## config.mk

```make
export PLATFORM = sky130hd
export DESIGN_NAME = nlp_detector
export DESIGN_NICKNAME = d
export VERILOG_FILES = /design/src/rtl/eth10_pkg.sv /design/src/rtl/nlp_pulse_qual.sv /design/src/rtl/nlp_detector.sv
export SDC_FILE = /design/constraint.sdc
export NUM_CORES = 1
export LEC_CHECK = 0
export BUFFER_PORTS_ARGS = -buffer_cell sky130_fd_sc_hd__buf_2
export CAP_MARGIN = 15
export CORE_ASPECT_RATIO = 1.25
export CORE_MARGIN = 2
export CORE_UTILIZATION = 45
export CTS_CLUSTER_SIZE = 25
export DETAILED_ROUTE_END_ITERATION = 6
export HOLD_SLACK_MARGIN = 0.02
export PLACE_DENSITY_LB_ADDON = 0.2
export SLEW_MARGIN = 20
export SYNTH_ARGS = -nofsm -noshare
export SYNTH_HDL_FRONTEND = slang
export SYNTH_SLANG_ARGS = --single-unit
```

## constraint.sdc

```tcl
create_clock -name clk -period 2.25 [get_ports clk]
set_input_delay 0.225 -clock clk [delete_from_list [all_inputs] [get_ports clk]]
set_output_delay 0.225 -clock clk [all_outputs]
set_load 0.02 [all_outputs]
```

## src/rtl/eth10_pkg.sv

```systemverilog
// rtl/eth10_pkg.sv - shared 10BASE-T link pulse state type and timing defaults
package eth10_pkg;

  typedef enum logic [1:0] {
    LINK_FAIL,
    LINK_CHECK,
    LINK_PASS
  } link_state_t;

  localparam int NLP_PW_MAX       = 10;
  localparam int NLP_MIN_INTERVAL = 100000;
  localparam int NLP_MAX_INTERVAL = 2500000;
  localparam int NLP_LC_MAX       = 4;

endpackage

```

## src/rtl/nlp_pulse_qual.sv

```systemverilog
// rtl/nlp_pulse_qual.sv - rx synchronizer, pulse width counter and falling-edge qualification
module nlp_pulse_qual #(
  parameter int PW_MIN = 1,
  parameter int PW_MAX = 10
) (
  input  logic clk,
  input  logic rst_n,
  input  logic rx,
  output logic pulse_det,
  output logic wide
);

  localparam int              WW    = $clog2(PW_MAX + 2);
  localparam logic [WW-1:0]   W_SAT = WW'(PW_MAX + 1);
  localparam logic [WW-1:0]   W_MIN = WW'(PW_MIN);
  localparam logic [WW-1:0]   W_MAX = WW'(PW_MAX);

  logic          rx_m;
  logic          rx_s;
  logic          rx_s_d;
  logic [WW-1:0] width;
  logic          fall;
  logic          in_range;

  assign fall     = ~rx_s & rx_s_d;
  assign in_range = (width >= W_MIN) && (width <= W_MAX);

  // width holds the full high time of rx_s in the cycle the falling edge is seen
  always_ff @(posedge clk or negedge rst_n) begin
    if (!rst_n) begin
      rx_m      <= 1'b0;
      rx_s      <= 1'b0;
      rx_s_d    <= 1'b0;
      width     <= '0;
      pulse_det <= 1'b0;
      wide      <= 1'b0;
    end else begin
      rx_m      <= rx;
      rx_s      <= rx_m;
      rx_s_d    <= rx_s;
      if (!rx_s)
        width <= '0;
      else if (width != W_SAT)
        width <= width + WW'(1);
      pulse_det <= fall & in_range;
      wide      <= fall & ~in_range;
    end
  end

endmodule

```

## src/rtl/nlp_detector.sv

```systemverilog
// rtl/nlp_detector.sv - 10BASE-T normal link pulse detector with link-integrity FSM
module nlp_detector
  import eth10_pkg::*;
#(
  parameter int CLK_FREQ     = 50000000,
  parameter int PW_MIN       = 1,
  parameter int PW_MAX       = NLP_PW_MAX,
  parameter int MIN_INTERVAL = NLP_MIN_INTERVAL,
  parameter int MAX_INTERVAL = NLP_MAX_INTERVAL,
  parameter int LC_MAX       = NLP_LC_MAX
) (
  input  logic       clk,
  input  logic       rst_n,
  input  logic       rx,
  output logic       pulse_det,
  output logic       link_up,
  output logic       link_lost,
  output logic [3:0] link_count
);

  localparam int            TW    = $clog2(MAX_INTERVAL + 1);
  localparam logic [TW-1:0] T_MAX = TW'(MAX_INTERVAL);
  localparam logic [TW-1:0] T_MIN = TW'(MIN_INTERVAL);
  localparam logic [3:0]    LC    = 4'(LC_MAX);

  if (CLK_FREQ < 1) begin : g_clk_freq_unset
  end

  logic          wide;
  link_state_t   state;
  link_state_t   state_next;
  logic [TW-1:0] timer;
  logic          timer_clr;
  logic [3:0]    count_next;
  logic          up_next;
  logic          lost_next;
  logic          timeout;
  logic          in_window;

  nlp_pulse_qual #(
    .PW_MIN (PW_MIN),
    .PW_MAX (PW_MAX)
  ) u_qual (
    .clk       (clk),
    .rst_n     (rst_n),
    .rx        (rx),
    .pulse_det (pulse_det),
    .wide      (wide)
  );

  assign timeout   = (timer == T_MAX);
  assign in_window = (timer >= T_MIN);

  always_ff @(posedge clk or negedge rst_n) begin
    if (!rst_n)
      timer <= '0;
    else if (timer_clr)
      timer <= '0;
    else if (timer != T_MAX)
      timer <= timer + TW'(1);
  end

  always_ff @(posedge clk or negedge rst_n) begin
    if (!rst_n) begin
      state      <= LINK_FAIL;
      link_count <= 4'd0;
      link_up    <= 1'b0;
      link_lost  <= 1'b0;
    end else begin
      state      <= state_next;
      link_count <= count_next;
      link_up    <= up_next;
      link_lost  <= lost_next;
    end
  end

  // A timeout coinciding with a strobe counts the strobe as the first pulse after FAIL
  always_comb begin
    state_next = state;
    count_next = link_count;
    timer_clr  = 1'b0;
    unique case (state)
      LINK_FAIL: begin
        if (pulse_det) begin
          state_next = LINK_CHECK;
          count_next = 4'd1;
          timer_clr  = 1'b1;
        end
      end
      LINK_CHECK, LINK_PASS: begin
        if (timeout) begin
          state_next = pulse_det ? LINK_CHECK : LINK_FAIL;
          count_next = pulse_det ? 4'd1 : 4'd0;
          timer_clr  = pulse_det;
        end else if (state == LINK_PASS) begin
          timer_clr = pulse_det & in_window;
        end else if (pulse_det) begin
          timer_clr = 1'b1;
          if (in_window) begin
            count_next = (link_count == LC) ? LC : link_count + 4'd1;
            if (count_next == LC)
              state_next = LINK_PASS;
          end else begin
            count_next = 4'd1;
          end
        end else if (wide) begin
          count_next = 4'd0;
        end
      end
      default: begin
        state_next = LINK_FAIL;
        count_next = 4'd0;
      end
    endcase
  end

  always_comb begin
    up_next   = (state_next == LINK_PASS);
    lost_next = (state == LINK_PASS) && timeout;
  end

endmodule

```

**Yosys cells after proc, flatten, opt, wreduce, memory -nomap -nowiden**

Index checks and enable logic that the tools add are counted.

- Muxes and demuxes: 25
- Add/sub/neg operators: 3
- Reductions and logical operators: 6
- Bitwise gates (word level): 6
- Equality and inequality tests: 12
- Order comparisons: 3

Operators with widths:

| operator | number |
|---|---|
| 22-bit 2-to-1 mux | 2 |
| 4-bit 2-to-1 mux | 9 |
| 22-bit by 1-bit adder with 22-bit output, second input constant | 1 |
| 22-bit equality test, second input constant | 1 |
| 22-bit by 17-bit >= comparator with 1-bit output, second input constant | 1 |
| 22-bit != test, second input constant | 1 |
| 2-bit 2-to-1 mux | 6 |
| 4-bit by 1-bit adder with 4-bit output, second input constant | 2 |
| 4-bit by 3-bit equality test with 1-bit output, second input constant | 2 |
| 4-bit one-hot mux with 2 select lines | 1 |
| 1-bit 2-to-1 mux | 5 |
| 1-bit AND | 4 |
| 2-bit equality test, second input constant | 2 |
| 4-bit by 1-bit >= comparator with 1-bit output, second input constant | 1 |
| 4-bit less-or-equal comparator, second input constant | 1 |
| 4-bit by 2-bit != test with 1-bit output, second input constant | 1 |
| 4-bit != test, second input constant | 1 |
| 2-bit one-hot mux with 2 select lines | 1 |
| 3-bit != test, second input constant | 1 |
| 3-bit AND reduction | 1 |
| 2-bit by 1-bit equality test with 1-bit output, second input constant | 1 |
| 1-bit logical AND | 2 |
| 2-bit logical NOT | 1 |
| 2-bit by 1-bit != test with 1-bit output, second input constant | 1 |
| 5 further kinds | 6 |

- Word-level logic and storage cells: 66
- Output and inout bits: 7
- Input port bits: 3
- Flip-flop bits (word level): 39

**Longest topological paths before layout**

Gate-level depths: netlist (run 1).

- Depth in word-level cells: 10
- Depth in mapped cells: 7
- Gate-level depth less buffers: 7

**Modules after synthesis**

A second synthesis (run 1) with hierarchy kept.

- Cell total of the unflattened synthesis: 230
- Area total of the unflattened synthesis: 2210.9 µm²

Modules (own cells, without submodules):

| module | area an instance (µm²) | instances | cells an instance |
|---|---|---|---|
| nlp_detector | 1800.5 | 1 | 197 |
| nlp_pulse_qual | 410.4 | 1 | 33 |

**Least setup slack after synthesis (run 1)**

No wires, ideal clock.

- Path type: register -> register
- Start point: register link_count[0]
- End point: register state[1]
- Stages on the path, launching flop included: 7
- Buffers on the path: 0
- Path slack: 0.375 ns
- Period minus slack after synthesis: 1.875 ns
- Arrival time: 1.765 ns
- Setup time: 0.110 ns
- Cells stage by stage: dfrtp_1 > ha_1 > and2_1 > a21oi_1 > nand4_1 > or3_1 > o41ai_1

- Word-level cells in the longest chain between the ends: 9
- Elaborated cells on any way between the ends: 10

RTL lines:

| item | line | text |
|---|---|---|
| from (decl) | nlp_detector.sv:18 | `output logic [3:0] link_count` |
| from (signal assigned) | nlp_detector.sv:71 | `link_count <= count_next;` |
| 4-bit by 1-bit adder with 4-bit output or 4-bit by 3-bit equality test with 1-bit output (tied branches) | nlp_detector.sv:100 | `count_next = (link_count == LC) ? LC : link_count + 4'd1;` |
| 4-bit 2-to-1 mux (*) | nlp_detector.sv:100 |  |
| 4-bit by 3-bit equality test with 1-bit output (*) | nlp_detector.sv:101 | `if (count_next == LC)` |
| 2-bit 2-to-1 mux (*) | nlp_detector.sv:101 |  |
| 2-bit 2-to-1 mux (*) | nlp_detector.sv:99 | `if (in_window) begin` |
| 2-bit 2-to-1 mux (*) | nlp_detector.sv:97 | `end else if (pulse_det) begin` |
| 2-bit 2-to-1 mux (*) | nlp_detector.sv:95 | `end else if (state == LINK_PASS) begin` |
| 2-bit 2-to-1 mux (*) | nlp_detector.sv:91 | `if (timeout) begin` |
| 2-bit one-hot mux with 2 select lines (*) | nlp_detector.sv:82 | `unique case (state)` |
| named net state_next[1] | nlp_detector.sv:31 | `link_state_t state_next;` |
| to (signal assigned) | nlp_detector.sv:70 | `state <= state_next;` |
| to (decl) | nlp_detector.sv:30 | `link_state_t state;` |

Mark *: on every way through the listed nets, which the timed path passes. The rest lies on a longest branch.
A chain may end at the register's enable or synchronous reset.

**Worst setup path after layout (run 1)**

- Start point: register timer[20]
- End point: register timer[2]

- Word-level cells in the longest chain between the ends: 6
- Elaborated cells on any way between the ends: 9

RTL lines:

| item | line | text |
|---|---|---|
| from (decl) | nlp_detector.sv:32 | `logic [TW-1:0] timer;` |
| from (signal assigned) | nlp_detector.sv:60 | `timer <= timer + TW'(1);` |
| 22-bit by 17-bit >= comparator with 1-bit output | nlp_detector.sv:52 | `assign in_window = (timer >= T_MIN);` |
| 1-bit AND | nlp_detector.sv:96 | `timer_clr = pulse_det & in_window;` |
| 1-bit 2-to-1 mux | nlp_detector.sv:95 |  |
| 1-bit 2-to-1 mux | nlp_detector.sv:91 |  |
| 1-bit one-hot mux with 2 select lines | nlp_detector.sv:82 |  |
| 22-bit 2-to-1 mux or 2-bit nonzero test (tied branches) | - |  |

Several ways; a longest one is shown, not always the timed one.

==> results of run 1 <==
[registers in the layout, indices dropped and copies added, names as in the netlist]
| register | cells |
|---|---|
| u_qual.rx_m | 1 |
| link_count | 4 |
| u_qual.rx_s_d | 1 |
| link_lost | 1 |
| state | 2 |
| link_up | 1 |
| timer | 22 |
| u_qual.rx_s | 1 |
| u_qual.pulse_det | 1 |
| u_qual.width | 4 |
| u_qual.wide | 1 |
[power by group through the flow]
stage | sequential [W] | combinational (W) | clock (W)
CTS | 0.000855 | 0.000439 | 0.000540
finish | 0.000855 | 0.000431 | 0.000515
detailed placement | 0.000868 | 0.000436 | 0
floorplan | 0.000858 | 0.000333 | 0
global placement | 0.000867 | 0.000434 | 0
global route | 0.000875 | 0.000506 | 0.000569
[metrics by stage]
stage | setup WS [ns] | hold slack (ns) | utilization
finish | 0.324 | 0.0415 | 0.511
global route | 0.0938 | 0.0333 | 0.511
CTS | 0.278 | 0.0358 | 0.511
detailed placement | 0.293 | 0.334 | 0.490
global placement | 0.337 | 0.333 | 0.490
floorplan | 0.375 | -0.0706 | -
[cell usage in the layout (no fill, tap or decap), drive strengths merged, types with 5 or more instances in the layout]
| master | n |
|---|---|
| a21oi | 7 |
| buf | 13 |
| clkbuf | 8 |
| dfrtp | 39 |
| ha | 11 |
| inv | 16 |
| mux2i | 5 |
| nand2 | 14 |
| nand3 | 10 |
| nand4 | 7 |
| nor2 | 31 |
| nor3 | 6 |
| xnor2 | 7 |
| xor2 | 15 |
[layout make-up]
cell class / instances / area (sq um)
sequential: 39 / 976
fill: 455 / 2310
inverter: 16 / 60.1
multi-input combinational: 164 / 1130
clock buffer: 8 / 100
tap: 60 / 75.1
timing repair buffer: 13 / 75.1
[routing by layer]
layer	up-vias	part of all wire
met3	6	0.024
met5	-	0
met2	12	0.49
met1	768	0.47
met4	0	0.017
li1	804	-
[kinds of logic (layout without fill, tap and decap cells)]
family / after synthesis / in the layout
and+or+nand+nor: 101 / 101
DFF: 39 / 39
AOI/OAI and AO/OA: 25 / 25
xor gates and xnor gates: 22 / 22
buffers and inverters: 19 / 37
adders and majority gates: 11 / 11
muxes: 5 / 5
[critical path: stages, from the launching register on]
cell     delay, ns
dfrtp_1       0.42
or4_4         0.56
nor4_4        0.36
a41oi_4       0.15
buf_4         0.23
a21oi_1       0.14
[final timing paths]
kind                               endpoint  slack (ns)  cells past startpoint
worst min register to register  u_qual.rx_s        0.35                      0
worst max-delay path               timer[2]        0.32                      5
min in group clk                u_qual.rx_m        0.05                      1
max in group asynchronous          state[0]        1.67                      1
worst max register to register     timer[2]        0.32                      5
worst min-delay path              timer[21]        0.04                      1
[synthesized netlist by cell type (4+ instances only)]
cell type / instances
a21oi_1: 7
and2_1: 4
dfrtp_1: 39
ha_1: 11
inv_1: 16
mux2i_1: 5
nand2_1: 14
nand3_1: 10
nand4_1: 7
nor2_1: 31
nor2b_1: 4
nor3_1: 6
nor3b_1: 4
xnor2_1: 7
xor2_1: 15
==> key figures, run 1 <==
Worst setup path
  • RR Startpoint: timer[20]
  • CP max FO: 22
  • Startpoint Class: register
  • CP Capture Type: register
  • Critical path origin: timer[20]
  • CP required: 2.46 ns
  • Worst endpoint data arrival time: 2.14 ns
  • Crit Path Category: reg -> reg

Yosys
  • Post-synth top area cell: dfrtp_1
  • Top post-synthesis cells by area: dfrtp_1, ha_1, xor2_1
  • Adder-cell share of the synthesized area: 0.0627
  • Synth top area share: 0.445
  • FF+latch count, synth: 39
  • Synthesized net count: 236
  • Synth Flop Type: dfrtp_1
  • Syn avg cell area: 9.89 sq um
  • EDFF count, synth: 0
  • Synthesized instance count: 222
  • Simple-Gate Fraction of Synth Area: 0.256
  • Mapped cell area: 2190 sq um
  • Synth Area in Compound Gates: 0.0861
  • Distinct cell type count after synthesis: 39
  • Seq/Total Area, Yosys: 0.445
  • Synth Warn #: 0
  • Largest family of logic cells by synthesized area: simple AND/OR/NAND/NOR gates
  • Synth async-reset ratio: 1.00
  • Xor/xnor share of the synthesized area: 0.0878
  • Mux share of post-synthesis cell area: 0.0228

Global route
  • First-pass GRT wire length: 7210 um
  • Grt met2 use: 0.280
  • GR peak layer: met2
  • Global Route Usage Sum: 0.171
  • Pin count of the biggest net entering global routing: 40
  • Congestion Overflow GR: 0
  • Number of global-route vias before repair: 1590
  • GR Util met1: 0.224
  • Initial antenna violation count: 0
  • GR Util met3: 0.0370

Floorplan
  • Die H: 82.1 um
  • Die area: 5460 sq um
  • Ports: 10
  • Core area: 4730 sq um
  • Initial Util: 0.464
  • Die X-Extent: 66.5 um
  • Row Count: 28

Timing
  • Unrepaired setup endpoints after global routing: no
  • Slew HR: 0.434
  • Setup tns final: 0 ns
  • Clk_skew: 0.0132 ns
  • Slew Viols, Final: 0
  • Max frequency: 519 MHz
  • Fin crit period: 1.93 ns
  • Final period util: 0.856
  • Hold Vio Cnt, Final: 0
  • Worst-Margin Slew: 0.848 ns
  • Final setup violating endpoints: 0

CTS
  • Sink Count: 39
  • CTS tree: yes
  • Resize count post-CTS: 0
  • Reg clk slew, reported paths: 0.08 ns
  • Max clock buf depth: 2
  • Clock Latency Late Sink: 0.29 ns
  • Num CTS Buffers: 5
  • Setup bufs post-CTS: 0
  • Clk root buf: clkbuf_8
  • H-tree lvl count: 2
  • Hold-fix buffers at CTS: 0

Power and ir drop
  • Share of power burned in combinational logic: 0.239
  • Cell-internal power: 0.00123 W
  • Proportion of power drawn by flip-flops and latches: 0.475
  • Switch share: 0.318
  • Worst vdd ir: 431 uV
  • Design Power: 0.00180 W
  • Leak pwr: 1.11 nW
  • Clk pwr share: 0.286
  • NetSw: 0.000572 W
  • P per Cell Area: 745 nW/um^2

Layout
  • Post-Layout Cell Count: 300
  • Share of layout cells above drive strength 1: 0.113
  • Synth-to-layout area growth: 10.1%
  • Post-layout nets: 253
  • Final non-filler cell area: 2420 sq um
  • Antenna cells: 0

Worst hold path
  • Worst Hold Class: in -> async

Placed design
  • Port bufs: 9
  • Area after DPL: 2320 sq um
  • Post-DP HPWL: 2800 um
  • Placed Cells: 292
  • GP Congestion: 0.744

Job
  • Max-cap violation count: 0

Route
  • 1st-iter DRT viols: 97
  • DRC: 0
  • WL final: 3930 um
  • DRT antenna net count: 0
  • Avg WL per Cell: 13.1 um
  • Drt via density: 5.30
  • Vias: 1590
  • Drt pass-1 iters: 4

Run status
  • Status: finished, final reports clean
(Power assumes the default switching activity.)
==> inputs of run 2 (changes only) <==
--- a/config.mk
+++ b/config.mk
@@ -8,7 +8,6 @@
 export BUFFER_PORTS_ARGS = -buffer_cell sky130_fd_sc_hd__buf_2
 export CAP_MARGIN = 15
 export CORE_ASPECT_RATIO = 1.25
-export CORE_MARGIN = 2
 export CORE_UTILIZATION = 45
 export CTS_CLUSTER_SIZE = 25
 export DETAILED_ROUTE_END_ITERATION = 6
==> constraint.sdc (replaced) <==
create_clock -name clk -period 2.25 [get_ports clk]
set_input_delay 0.3375 -clock clk [delete_from_list [all_inputs] [get_ports clk]]
set_output_delay 0.3375 -clock clk [all_outputs]
set_load 0.02 [all_outputs]
==> run 2 against run 1 <==
Core utilization increased by 0.75 points. Final cell count unchanged. Final area increased by 0.72%. Routed wire length increased by 2.6%. Hold slack improved by 0.11 ns. Global-route usage increased by 1.1 points. Via count decreased by 0.50%. Critical path type unchanged. Highest routed layer unchanged.
==> key figures, run 2 (same netlist as run 1, synthesis figures left out) <==
Run status
  • Status: finished, final reports clean

Layout
  • Antenna cells: 0
  • Largest register FFs: 22
  • Largest Register: timer
  • Post-layout nets: 253
  • Share of layout cells above drive strength 1: 0.117
  • Fin util: 0.519
  • Most frequent cells in the layout: dfrtp_1, nor2_1, inv_1, xor2_1, nand2_1
  • Most common cell after layout, fill and taps aside: dfrtp_1
  • Biggest registers after layout: timer (22), link_count (4), u_qual.width (4)
  • Post-Layout Cell Count: 300
  • Synth-to-layout area growth: 10.9%

Power and ir drop
  • NetSw: 0.000594 W
  • Switch share: 0.312
  • Share of power burned in combinational logic: 0.232
  • Clk pwr share: 0.316
  • P per Cell Area: 782 nW/um^2
  • Worst vdd ir: 363 uV
  • Leak pwr: 1.12 nW
  • Cell-internal power: 0.00131 W
  • Proportion of power drawn by flip-flops and latches: 0.451

CTS
  • Hold-fix buffers at CTS: 0
  • CTS tree: yes
  • Reg clk slew, reported paths: 0.07 ns
  • Clock Latency Late Sink: 0.29 ns
  • Sink Count: 39
  • H-tree lvl count: 2
  • Max clock buf depth: 2
  • Setup bufs post-CTS: 0
  • Resize count post-CTS: 0
  • Num CTS Buffers: 5
  • Clk root buf: clkbuf_8

Timing
  • Slew Viols, Final: 0
  • Fin crit period: 1.99 ns
  • Slew HR: 0.431
  • Hold Vio Cnt, Final: 0
  • Final period util: 0.886
  • Clk_skew: 0.00595 ns
  • Hold Slack: 0.148 ns
  • Worst setup margin: 0.256 ns
  • Final setup violating endpoints: 0
  • Max frequency: 501 MHz
  • Setup tns final: 0 ns
  • Unrepaired setup endpoints after global routing: no
  • Worst-Margin Slew: 0.854 ns

Route
  • Drt via density: 5.27
  • DRC: 0
  • Avg WL per Cell: 13.4 um
  • Vias: 1582
  • 1st-iter DRT viols: 57
  • DRT antenna net count: 0
  • Drt pass-1 iters: 4
  • WL final: 4030 um

Placed design
  • Port bufs: 9
  • GP Congestion: 0.813
  • Post-DP HPWL: 2900 um
  • Dpl ws: 0.265 ns
  • Placed Cells: 292

Global route
  • Initial antenna violation count: 0
  • Number of global-route vias before repair: 1551
  • Congestion Overflow GR: 0
  • First-pass GRT wire length: 7120 um
  • Pin count of the biggest net entering global routing: 40
  • Global Route Usage Sum: 0.183

Worst setup path
  • Worst endpoint data arrival time: 2.20 ns
  • Crit-path cells: or4_4, nor4_4, a41oi_4, buf_4, a21oi_1
  • CP max FO: 22
  • Crit Path Category: reg -> reg
  • CP required: 2.46 ns
  • R2R Setup Slk: 0.26 ns
  • Startpoint Class: register
  • Worst stage delay on the critical path: 0.56 ns
  • Worst path slowest cell: or4_4
  • CP Capture Type: register

Floorplan
  • Initial Util: 0.467
  • Row Count: 28
  • Core area: 4690 sq um
  • Die H: 80.1 um
  • Ports: 10
  • Die area: 5160 sq um
  • Die X-Extent: 64.5 um

Job
  • Max-cap violation count: 0

Worst hold path
  • Worst Hold Class: in -> async
-- run 2: per-stage QoR --
stage	power, W	instance area, sq um
final	0.00190	2430
after global routing	0.00204	2430
after detailed placement	0.00131	2320
after floorplan	0.00119	2190
after CTS	0.00193	2430
after global placement	0.00130	2320
-- run 2: metal layers --
metal,part of all wire,routed length [um],up-vias,global-route usage
met4,0.019,78,0,0.0800
met5,0,0,-,0
met2,0.50,2000,16,0.316
met3,0.023,93,6,0.0426
met1,0.46,1860,758,0.214
li1,-,-,802,-
-- run 2: path summary, 6_finish.rpt --
path                             startpoint           to  cells past startpoint
worst min register to register  u_qual.rx_m  u_qual.rx_s                      0
worst min-delay path                  rst_n     timer[7]                      1
worst max register to register    timer[20]     timer[2]                      5
worst max-delay path              timer[20]     timer[2]                      5
min in group clk                         rx  u_qual.rx_m                      1
max in group asynchronous             rst_n    timer[18]                      1
-- run 2: critical path: cells and delay by family (launching register included) --
family / cells / cell delay (ns)
flip-flops: 1 / 0.42
AND/OR/NAND/NOR: 2 / 0.93
buffers and inverters: 1 / 0.23
AO/OA/AOI/OAI: 2 / 0.32
-- run 2: power groups by stage --
stage | registers, W | logic, W | clock network [W]
4_1_cts | 0.000859 | 0.000445 | 0.000625
5_1_grt | 0.000873 | 0.000502 | 0.000664
2_1_floorplan | 0.000858 | 0.000333 | 0
6_report | 0.000859 | 0.000443 | 0.000602
3_3_place_gp | 0.000868 | 0.000431 | 0
3_5_place_dp | 0.000870 | 0.000442 | 0
-- run 2: layout make-up --
class                   instances  area, sq um
clock inverters                 2         35.0
fillers                       458         2260
multi-input cells             164         1130
flip-flops and latches         39          976
well taps                      60         75.1
repair buffers                 13         75.1
clock buffers                   6         82.6
inverters                      16         60.1
